### src/rtl/tone_pwm_gen.sv
// tone_pwm_gen: turns a 5-bit tone index into a square wave on the buzzer pin.
// Tone changes are only taken at full-period boundaries, so no runt pulses are
// produced except the abrupt mute on en=0 or reset.
// Optional feature: define TONE_GAP_EN to insert a GAP_CYCLES silent
// articulation gap between two different notes.
module tone_pwm_gen #(
  parameter int CLK_FREQ   = 50_000_000,
  parameter int TONE_W     = 5,
  parameter int CNT_W      = 17,
  parameter int GAP_CYCLES = 2_500_000
) (
  input  logic              sys_clk,
  input  logic              sys_rst,
  input  logic              en,
  input  logic [TONE_W-1:0] tone_in,
  output logic              beep,
  output logic              busy,
  output logic [TONE_W-1:0] cur_tone
);

  localparam int NUM_TONES = 1 << TONE_W;
  localparam int NOTE_MAX  = 21;

`ifdef TONE_GAP_EN
  typedef enum logic [1:0] {
    IDLE    = 2'd0,
    PLAY_HI = 2'd1,
    PLAY_LO = 2'd2,
    GAP     = 2'd3
  } state_t;
  localparam int GAP_W = (GAP_CYCLES > 1) ? $clog2(GAP_CYCLES) : 1;
`else
  typedef enum logic [1:0] {
    IDLE    = 2'd0,
    PLAY_HI = 2'd1,
    PLAY_LO = 2'd2
  } state_t;
`endif

  // Note frequency in Hz for each index; 0 marks a rest.
  function automatic int note_freq(input int t);
    int f;
    case (t)
      1:       f = 262;
      2:       f = 294;
      3:       f = 330;
      4:       f = 349;
      5:       f = 392;
      6:       f = 440;
      7:       f = 494;
      8:       f = 523;
      9:       f = 587;
      10:      f = 659;
      11:      f = 698;
      12:      f = 784;
      13:      f = 880;
      14:      f = 988;
      15:      f = 1047;
      16:      f = 1175;
      17:      f = 1319;
      18:      f = 1397;
      19:      f = 1568;
      20:      f = 1760;
      21:      f = 1976;
      default: f = 0;
    endcase
    return f;
  endfunction

  // Half period minus one, in clocks; the counters run from this value down to 0.
  function automatic int half_per_m1(input int t);
    int f;
    f = note_freq(t);
    if (f == 0) begin
      return 0;
    end
    return (CLK_FREQ / (2 * f)) - 1;
  endfunction

  // Elaboration-time table of reload values; rests map to 0 and are never loaded.
  logic [CNT_W-1:0] hp_m1_table [NUM_TONES];

  generate
    for (genvar gi = 0; gi < NUM_TONES; gi++) begin : g_hp_table
      localparam int HP_M1 = half_per_m1(gi);
      assign hp_m1_table[gi] = CNT_W'(HP_M1);
    end
  endgenerate

  // A gap length below one clock is meaningless; nothing is built either way.
  generate
    if (GAP_CYCLES < 1) begin : g_gap_len_invalid
    end
  endgenerate

  state_t            state_reg, state_next;
  logic [CNT_W-1:0]  cnt_reg, cnt_next;
  logic [TONE_W-1:0] cur_tone_reg, cur_tone_next;
  logic [TONE_W-1:0] pend_tone_reg;
  logic              beep_reg, busy_reg;
`ifdef TONE_GAP_EN
  logic [GAP_W-1:0]  gap_cnt_reg, gap_cnt_next;
`endif

  logic              pend_is_note;
  logic [CNT_W-1:0]  pend_hp_m1;
  logic [CNT_W-1:0]  cur_hp_m1;

  assign pend_is_note = (pend_tone_reg != '0) && (pend_tone_reg <= TONE_W'(NOTE_MAX));
  assign pend_hp_m1   = hp_m1_table[pend_tone_reg];
  assign cur_hp_m1    = hp_m1_table[cur_tone_reg];

  // Capture the incoming tone index every cycle.
  always_ff @(posedge sys_clk) begin
    if (sys_rst) begin
      pend_tone_reg <= '0;
    end else begin
      pend_tone_reg <= tone_in;
    end
  end

  // State, counters and registered outputs.
  always_ff @(posedge sys_clk) begin
    if (sys_rst) begin
      state_reg    <= IDLE;
      cnt_reg      <= '0;
      cur_tone_reg <= '0;
      beep_reg     <= 1'b0;
      busy_reg     <= 1'b0;
`ifdef TONE_GAP_EN
      gap_cnt_reg  <= '0;
`endif
    end else begin
      state_reg    <= state_next;
      cnt_reg      <= cnt_next;
      cur_tone_reg <= cur_tone_next;
      beep_reg     <= (state_next == PLAY_HI);
      busy_reg     <= (state_next != IDLE);
`ifdef TONE_GAP_EN
      gap_cnt_reg  <= gap_cnt_next;
`endif
    end
  end

  // Next-state logic: phase sequencing and period-boundary tone decisions.
  always_comb begin
    state_next    = state_reg;
    cnt_next      = cnt_reg;
    cur_tone_next = cur_tone_reg;
`ifdef TONE_GAP_EN
    gap_cnt_next  = gap_cnt_reg;
`endif
    if (!en) begin
      // Abrupt mute: the only case allowed to truncate a pulse.
      state_next    = IDLE;
      cnt_next      = '0;
      cur_tone_next = '0;
`ifdef TONE_GAP_EN
      gap_cnt_next  = '0;
`endif
    end else begin
      case (state_reg)
        IDLE: begin
          cnt_next      = '0;
          cur_tone_next = '0;
          if (pend_is_note) begin
            state_next    = PLAY_HI;
            cur_tone_next = pend_tone_reg;
            cnt_next      = pend_hp_m1;
          end
        end
        PLAY_HI: begin
          if (cnt_reg == '0) begin
            state_next = PLAY_LO;
            cnt_next   = cur_hp_m1;
          end else begin
            cnt_next = cnt_reg - 1'b1;
          end
        end
        PLAY_LO: begin
          if (cnt_reg == '0) begin
            // Period end: only the index seen right now matters.
            if (pend_tone_reg == cur_tone_reg) begin
              state_next = PLAY_HI;
              cnt_next   = cur_hp_m1;
            end else if (!pend_is_note) begin
              state_next    = IDLE;
              cnt_next      = '0;
              cur_tone_next = '0;
            end else begin
`ifdef TONE_GAP_EN
              // Different note: hold the old index through a silent gap.
              state_next   = GAP;
              cnt_next     = '0;
              gap_cnt_next = GAP_W'(GAP_CYCLES - 1);
`else
              state_next    = PLAY_HI;
              cur_tone_next = pend_tone_reg;
              cnt_next      = pend_hp_m1;
`endif
            end
          end else begin
            cnt_next = cnt_reg - 1'b1;
          end
        end
`ifdef TONE_GAP_EN
        GAP: begin
          if (gap_cnt_reg == '0) begin
            if (pend_is_note) begin
              state_next    = PLAY_HI;
              cur_tone_next = pend_tone_reg;
              cnt_next      = pend_hp_m1;
            end else begin
              state_next    = IDLE;
              cur_tone_next = '0;
              cnt_next      = '0;
            end
          end else begin
            gap_cnt_next = gap_cnt_reg - 1'b1;
          end
        end
`endif
        default: begin
          state_next    = IDLE;
          cnt_next      = '0;
          cur_tone_next = '0;
        end
      endcase
    end
  end

  assign beep     = beep_reg;
  assign busy     = busy_reg;
  assign cur_tone = cur_tone_reg;

endmodule

### config.mk
export PLATFORM = sky130hd
export DESIGN_NAME = tone_pwm_gen
export DESIGN_NICKNAME = d
export VERILOG_FILES = /design/src/rtl/tone_pwm_gen.sv
export SDC_FILE = /design/constraint.sdc
export NUM_CORES = 1
export LEC_CHECK = 0
export ABC_AREA = 1
export ABC_CLOCK_PERIOD_IN_PS = 1700
export BUFFER_PORTS_ARGS = -buffer_cell sky130_fd_sc_hd__buf_2
export CAP_MARGIN = 20
export CORE_ASPECT_RATIO = 1.4
export CORE_MARGIN = 2
export CORE_UTILIZATION = 57
export CTS_BUF_LIST = sky130_fd_sc_hd__clkbuf_8 sky130_fd_sc_hd__clkbuf_16
export CTS_CLUSTER_SIZE = 16
export DETAILED_ROUTE_END_ITERATION = 6
export PLACE_DENSITY = 0.78
export SYNTH_ARGS = -nofsm -noshare
export SYNTH_HDL_FRONTEND = slang
export SYNTH_SLANG_ARGS = --single-unit
### constraint.sdc
create_clock -name sys_clk -period 1.7 [get_ports sys_clk]
set_input_delay 0.34 -clock sys_clk [delete_from_list [all_inputs] [get_ports sys_clk]]
set_output_delay 0.34 -clock sys_clk [all_outputs]
set_load 0.02 [all_outputs]
Yosys cells after proc, flatten, opt, wreduce, memory -nomap -nowiden
Memories as Yosys holds them, arrays and structs flattened.
Index checks and enable logic that the tools add are counted.

storage, ports and cells
  RAM bits = 0
  memories = 2
  register bits = 31
  bits in read-only memories = 1,088
  bits in latches = 0

cells by class
  shifts and indexed selects = 0
  div/mod/pow operators = 0
  add/sub/neg operators = 1
  bitwise logic cells = 4
  reductions and logical operators = 7
  equal/unequal tests = 6
  order comparisons = 3
  muxes and demuxes = 20
  multiply operators = 0

memories
  memory           depth  bits a word  read ports  clocked after Yosys merged registers in  write ports  RTL line  RTL
  (no name shown)  32     17           1           0                                        0            111       assign cur_hp_m1 = hp_m1_table[cur_tone_reg];
  (no name shown)  32     17           1           0                                        0            110       assign pend_hp_m1 = hp_m1_table[pend_tone_reg];

operators with widths
  operator               number
  $mux 17                8
  $pmux 17 s3            1
  $logic_not 17->1       1
  $sub 17x1->17 const B  1
  $mux 5                 3
  $pmux 5 s3             1
  $ge 6x6->1 const B     2
  $not 5->6              2
  $mux 2                 4
  $pmux 2 s3             1
  $eq 5x5->1             1
  $le 5x5->1 const B     1
  $reduce_bool 5->1      1
  $eq 2x1->1 const B     2
  $ne 2x2->1 const B     2
  $reduce_and 3->1       1
  $eq 2x2->1 const B     1
  $logic_not 2->1        1
  $mux 1                 2
  $not 1->1              2
  $reduce_bool 2->1      1
  $reduce_or 2->1        1
  $logic_and 1x1->1      1

Longest topological paths before layout
  depth after elaboration = 8
  mapped depth = 15

Worst setup path after synthesis
Ideal clock, no wire load.

  kind = reg-to-reg
  start = register cur_tone_reg[0], in the netlist cur_tone[0]
  end = register cnt_reg[9]
  arrival time = 1.769 ns
  clock period less this slack = 1.838 ns
  buffers on the path = 0
  slack = -0.138 ns
  stages on the path, launching flop included = 13
  cells stage by stage = dfxtp_1 inv_1 ha_1 inv_1 nand2_1 nand3_1 o21ai_0 nand2_1 nand3_1 nand3_1 nand2_1 inv_1 a21oi_1

between the ends
  cells in the longest elaborated chain, start to end = 7

ends and longest elaborated chain
  element                                      RTL line  RTL
  from (decl)                                  98        logic [TONE_W-1:0] cur_tone_reg, cur_tone_next;
  from (signal assigned)                       136       cur_tone_reg <= cur_tone_next;
  $not 5->6 (implied by the code)              111
  $mem_v2 32x17                                n/a
  $mux 17 (implied by the code) (2 in series)  111
  $mux 17                                      183       if (pend_tone_reg == cur_tone_reg) begin
  $mux 17                                      181       if (cnt_reg == '0) begin
  $pmux 17 s3 *                                162       case (state_reg)
  to (signal assigned)                         135       cnt_reg <= cnt_next;
  to (decl)                                    97        logic [CNT_W-1:0] cnt_reg, cnt_next;

Mark *: on every way between the ends. The rest lies on a longest branch, timed or not. The select of a mux whose other input is x is not followed.
A chain may end at the register's enable or synchronous reset.

Worst setup path after layout
  start = register cnt_reg[0]
  end = register cnt_reg[13]

between the ends
  cells in the longest elaborated chain, start to end = 3

ends and longest elaborated chain
  element                                            RTL line
  $sub 17x1->17 or $logic_not 17->1 (tied branches)  n/a
  $mux 17 (on tied branches)                         181, 173
  $pmux 17 s3 *                                      162

Mark *: on every way between the ends. The rest lies on a longest branch, timed or not.

==> flow_summary.toml <==
[timing]
pins_over_slew_limit = 0
worst_clock_skew_ps = 6.10
timing.final.crit_share_pct = 109
finalHoldViolCount = 0
worst_setup_margin_ps = -149
maxSlewHeadroom_pct = 68.5
grt_setup_unrepaired = "true"
tightest_slew_ps = 473
achievable-frequency_ghz = 0.541
timing.final.setup_violations = 26
post-route-min-period_ps = 1850
whs_ps = 237

[setup_path]
critical_path.endpoint_type = "flip-flop"
worstSetupPathType = "flip-flop to flip-flop"
cp.required_ps = 1930
reg_to_reg_critical_path_startpoint = "cnt_reg[0]"
setup.reg_to_reg.worst_slack_ps = -150
critical_path.startpoint_type = "flip-flop"
cp_max_fo = 6
reg2reg_to = "cnt_reg[13]"
ff2ff_path_depth = 12
worst-endpoint-arrival_ps = 2080

[route]
drt_first_iter_violations = 598
via_per_inst = 6.27
dr_total_vias = 4574
drt-pass1-iter-count = 6
post_detailed_routing_wire_length_mm = 13.6
route.detailed.wl_per_inst_um = 18.6
route.antenna.remaining_nets = 0
route.detailed.drc = 0

[floorplan]
design.core.area_um2 = 5530
io_pins = 15
initial_utilization_pct = 59.1
dieArea_um2 = 6360
die_width_um = 68.0
die_y_um = 93.6
core.rowCount = 32

[logic_synthesis]
synth_enable_flop_cells = 0
yosys_most_used_dff = "dfxtp_1"
netlist-cell-type-count = 40
syn-cell-area_um2 = 3270
post_synth_main_area_contributors = "dfxtp_1, nand2_1, nand3_1"
synth.ff_latch_count = 31
syn-mean-instance-area_um2 = 5.65
synth_fp_nets = 606
postSynthCellCount = 578
yosysTopAreaCell = "dfxtp_1"
share_of_synthesized_registers_carrying_an_async_set_or_reset_pct = 0
seq_area_frac_synth_pct = 19.0
yosys.area.top_type_share_pct = 19.0
synth-warning-count = 0

[global_route]
grt_pass1_vias = 4065
maximum_number_of_pins_on_one_net_before_global_route_repair = 19
grt_pass1_wl_mm = 19.2
grt_antenna_before_repair = 0
gr-total-overflow = 0
grt_util_all_layers_pct = 40.2

[placed_design]
gp_congestion = 1.01
placedInstanceArea_um2 = 3890
dp_hpwl_mm = 9.05
io_buffers = 14

[clock_network]
cts_sinks = 31
cts_inserted_buffers = 5
clock_path_buffers = 2
cts_hold_buf = 0
insertion_delay_ps = 290
tritoncts_clock_tree = "built"
clk_pin_slew_worst_paths_ps = 70
cts_htree_levels = 2
clockRootBuffer = "clkbuf_8"

[run_status]
outcome = "complete, but fails checks"
failing_checks = "setup timing"

[layout]
design_area_um2 = 4580
final_util_pct = 82.9
area_growth_pct = 40.2
largest_register_ffs = 17
most-common-layout-cells = "nand2_1, buf_4, nor2_1"
num_antenna_cells = 0
fill_cells = 366
layout.cells.most_common = "nand2_1"
nets = 689
share_of_cells_above_drive_strength_1_pct = 32.9

[job]
max_cap_viol_count = 0

[min_path]
holdCritPathClass = "input pin to flip-flop"
min_from = "tone_in[0]"
hold_path_end = "pend_tone_reg[0]"
hold_path_depth = 3

[power]
power-per-cell-area_nw_per_um2 = 820
total_power_mw = 3.76
max-vdd-ir-drop_mv = 0.450
p_leak_nw = 2.25
## routing by layer
metal / GRT usage, % / up-vias / wire [um]
li1: - / 2037 / -
met1: 43.1 / 2050 / 4580
met2: 67.9 / 346 / 6360
met3: 5.42 / 141 / 1170
met4: 32.2 / 0 / 1460
met5: 0 / - / 0
## layout make-up
class / count / area [um2] / share of cell area, %
Clock inverter: 2 / 35.0 / 0.765
Clock buffer: 6 / 82.6 / 1.80
Timing Repair Buffer: 96 / 757 / 16.5
Inverter: 72 / 288 / 6.28
Tap cell: 68 / 85.1 / 1.86
Sequential cell: 31 / 637 / 13.9
Multi-Input combinational cell: 455 / 2700 / 58.9
## timing repair
action,in CTS,in global routing
setup buffers,6,6
resized for setup,70,71
setup endpoints to repair,26,26
gates cloned,0,0
pin swaps,18,25
## cells in the mapped netlist, drive strengths merged, types with 2 or more instances
library cell    n
a21oi          32
a22oi           2
buf            12
clkbuf          8
dfxtp          31
ha             20
inv            72
nand2         164
nand3          65
nand4           6
nor2           87
nor3            8
o211ai          8
o21a            2
o21ai          39
o22ai           3
or2             2
xnor2           3
xor2            6
## report_power, final
group / switching (mW) / internal [mW]
clock: 0.315 / 0.475
sequential: 0.0688 / 0.779
combinational: 1.29 / 0.826
total: 1.68 / 2.08
## through the flow
step	cells	setup slack (ps)	setup TNS [ps]
finish	730	-149	-2340
global route	730	-219	-3540
CTS	724	-70.1	-858
detailed placement	710	-215	-3080
global placement	710	-189	-2240
floorplan	578	14.4	0
## critical path: stages, from the launching register on
cell and delay [ps]:
dfxtp_2 340, inv_2 80, ha_4 150, inv_4 40
nor2_4 110, nand3_4 100, nor2_4 140, nand3_4 190
inv_4 150, nand2_2 110, nor2_2 160, nor2_1 70
a21oi_1 130
## cell families (layout without fill, tap and decap cells)
family / Yosys count / count (layout) / synth area share [%]
AO/OA/AOI/OAI: 92 / 92 / 16.0
XOR/XNOR: 9 / 9 / 2.41
adder cells (fa/ha/maj): 20 / 20 / 7.66
buffers and inverters: 92 / 176 / 11.2
flip-flops: 31 / 31 / 19.0
AND/OR/NAND/NOR: 334 / 334 / 43.7
## how the worst max path moves through the flow
stage	depth (start not counted)	end	from	slack, ps
3_5_place_dp	13	cnt_reg[2]	cnt_reg[0]	-210
3_3_place_gp	13	cnt_reg[3]	cnt_reg[0]	-190
2_1_floorplan	13	cnt_reg[2]	cnt_reg[0]	10
5_1_grt	13	cnt_reg[5]	cnt_reg[0]	-220
6_report	12	cnt_reg[13]	cnt_reg[0]	-150
4_1_cts	11	cnt_reg[14]	cnt_reg[0]	-70
No activity file was read; power rests on OpenSTA's default activity.
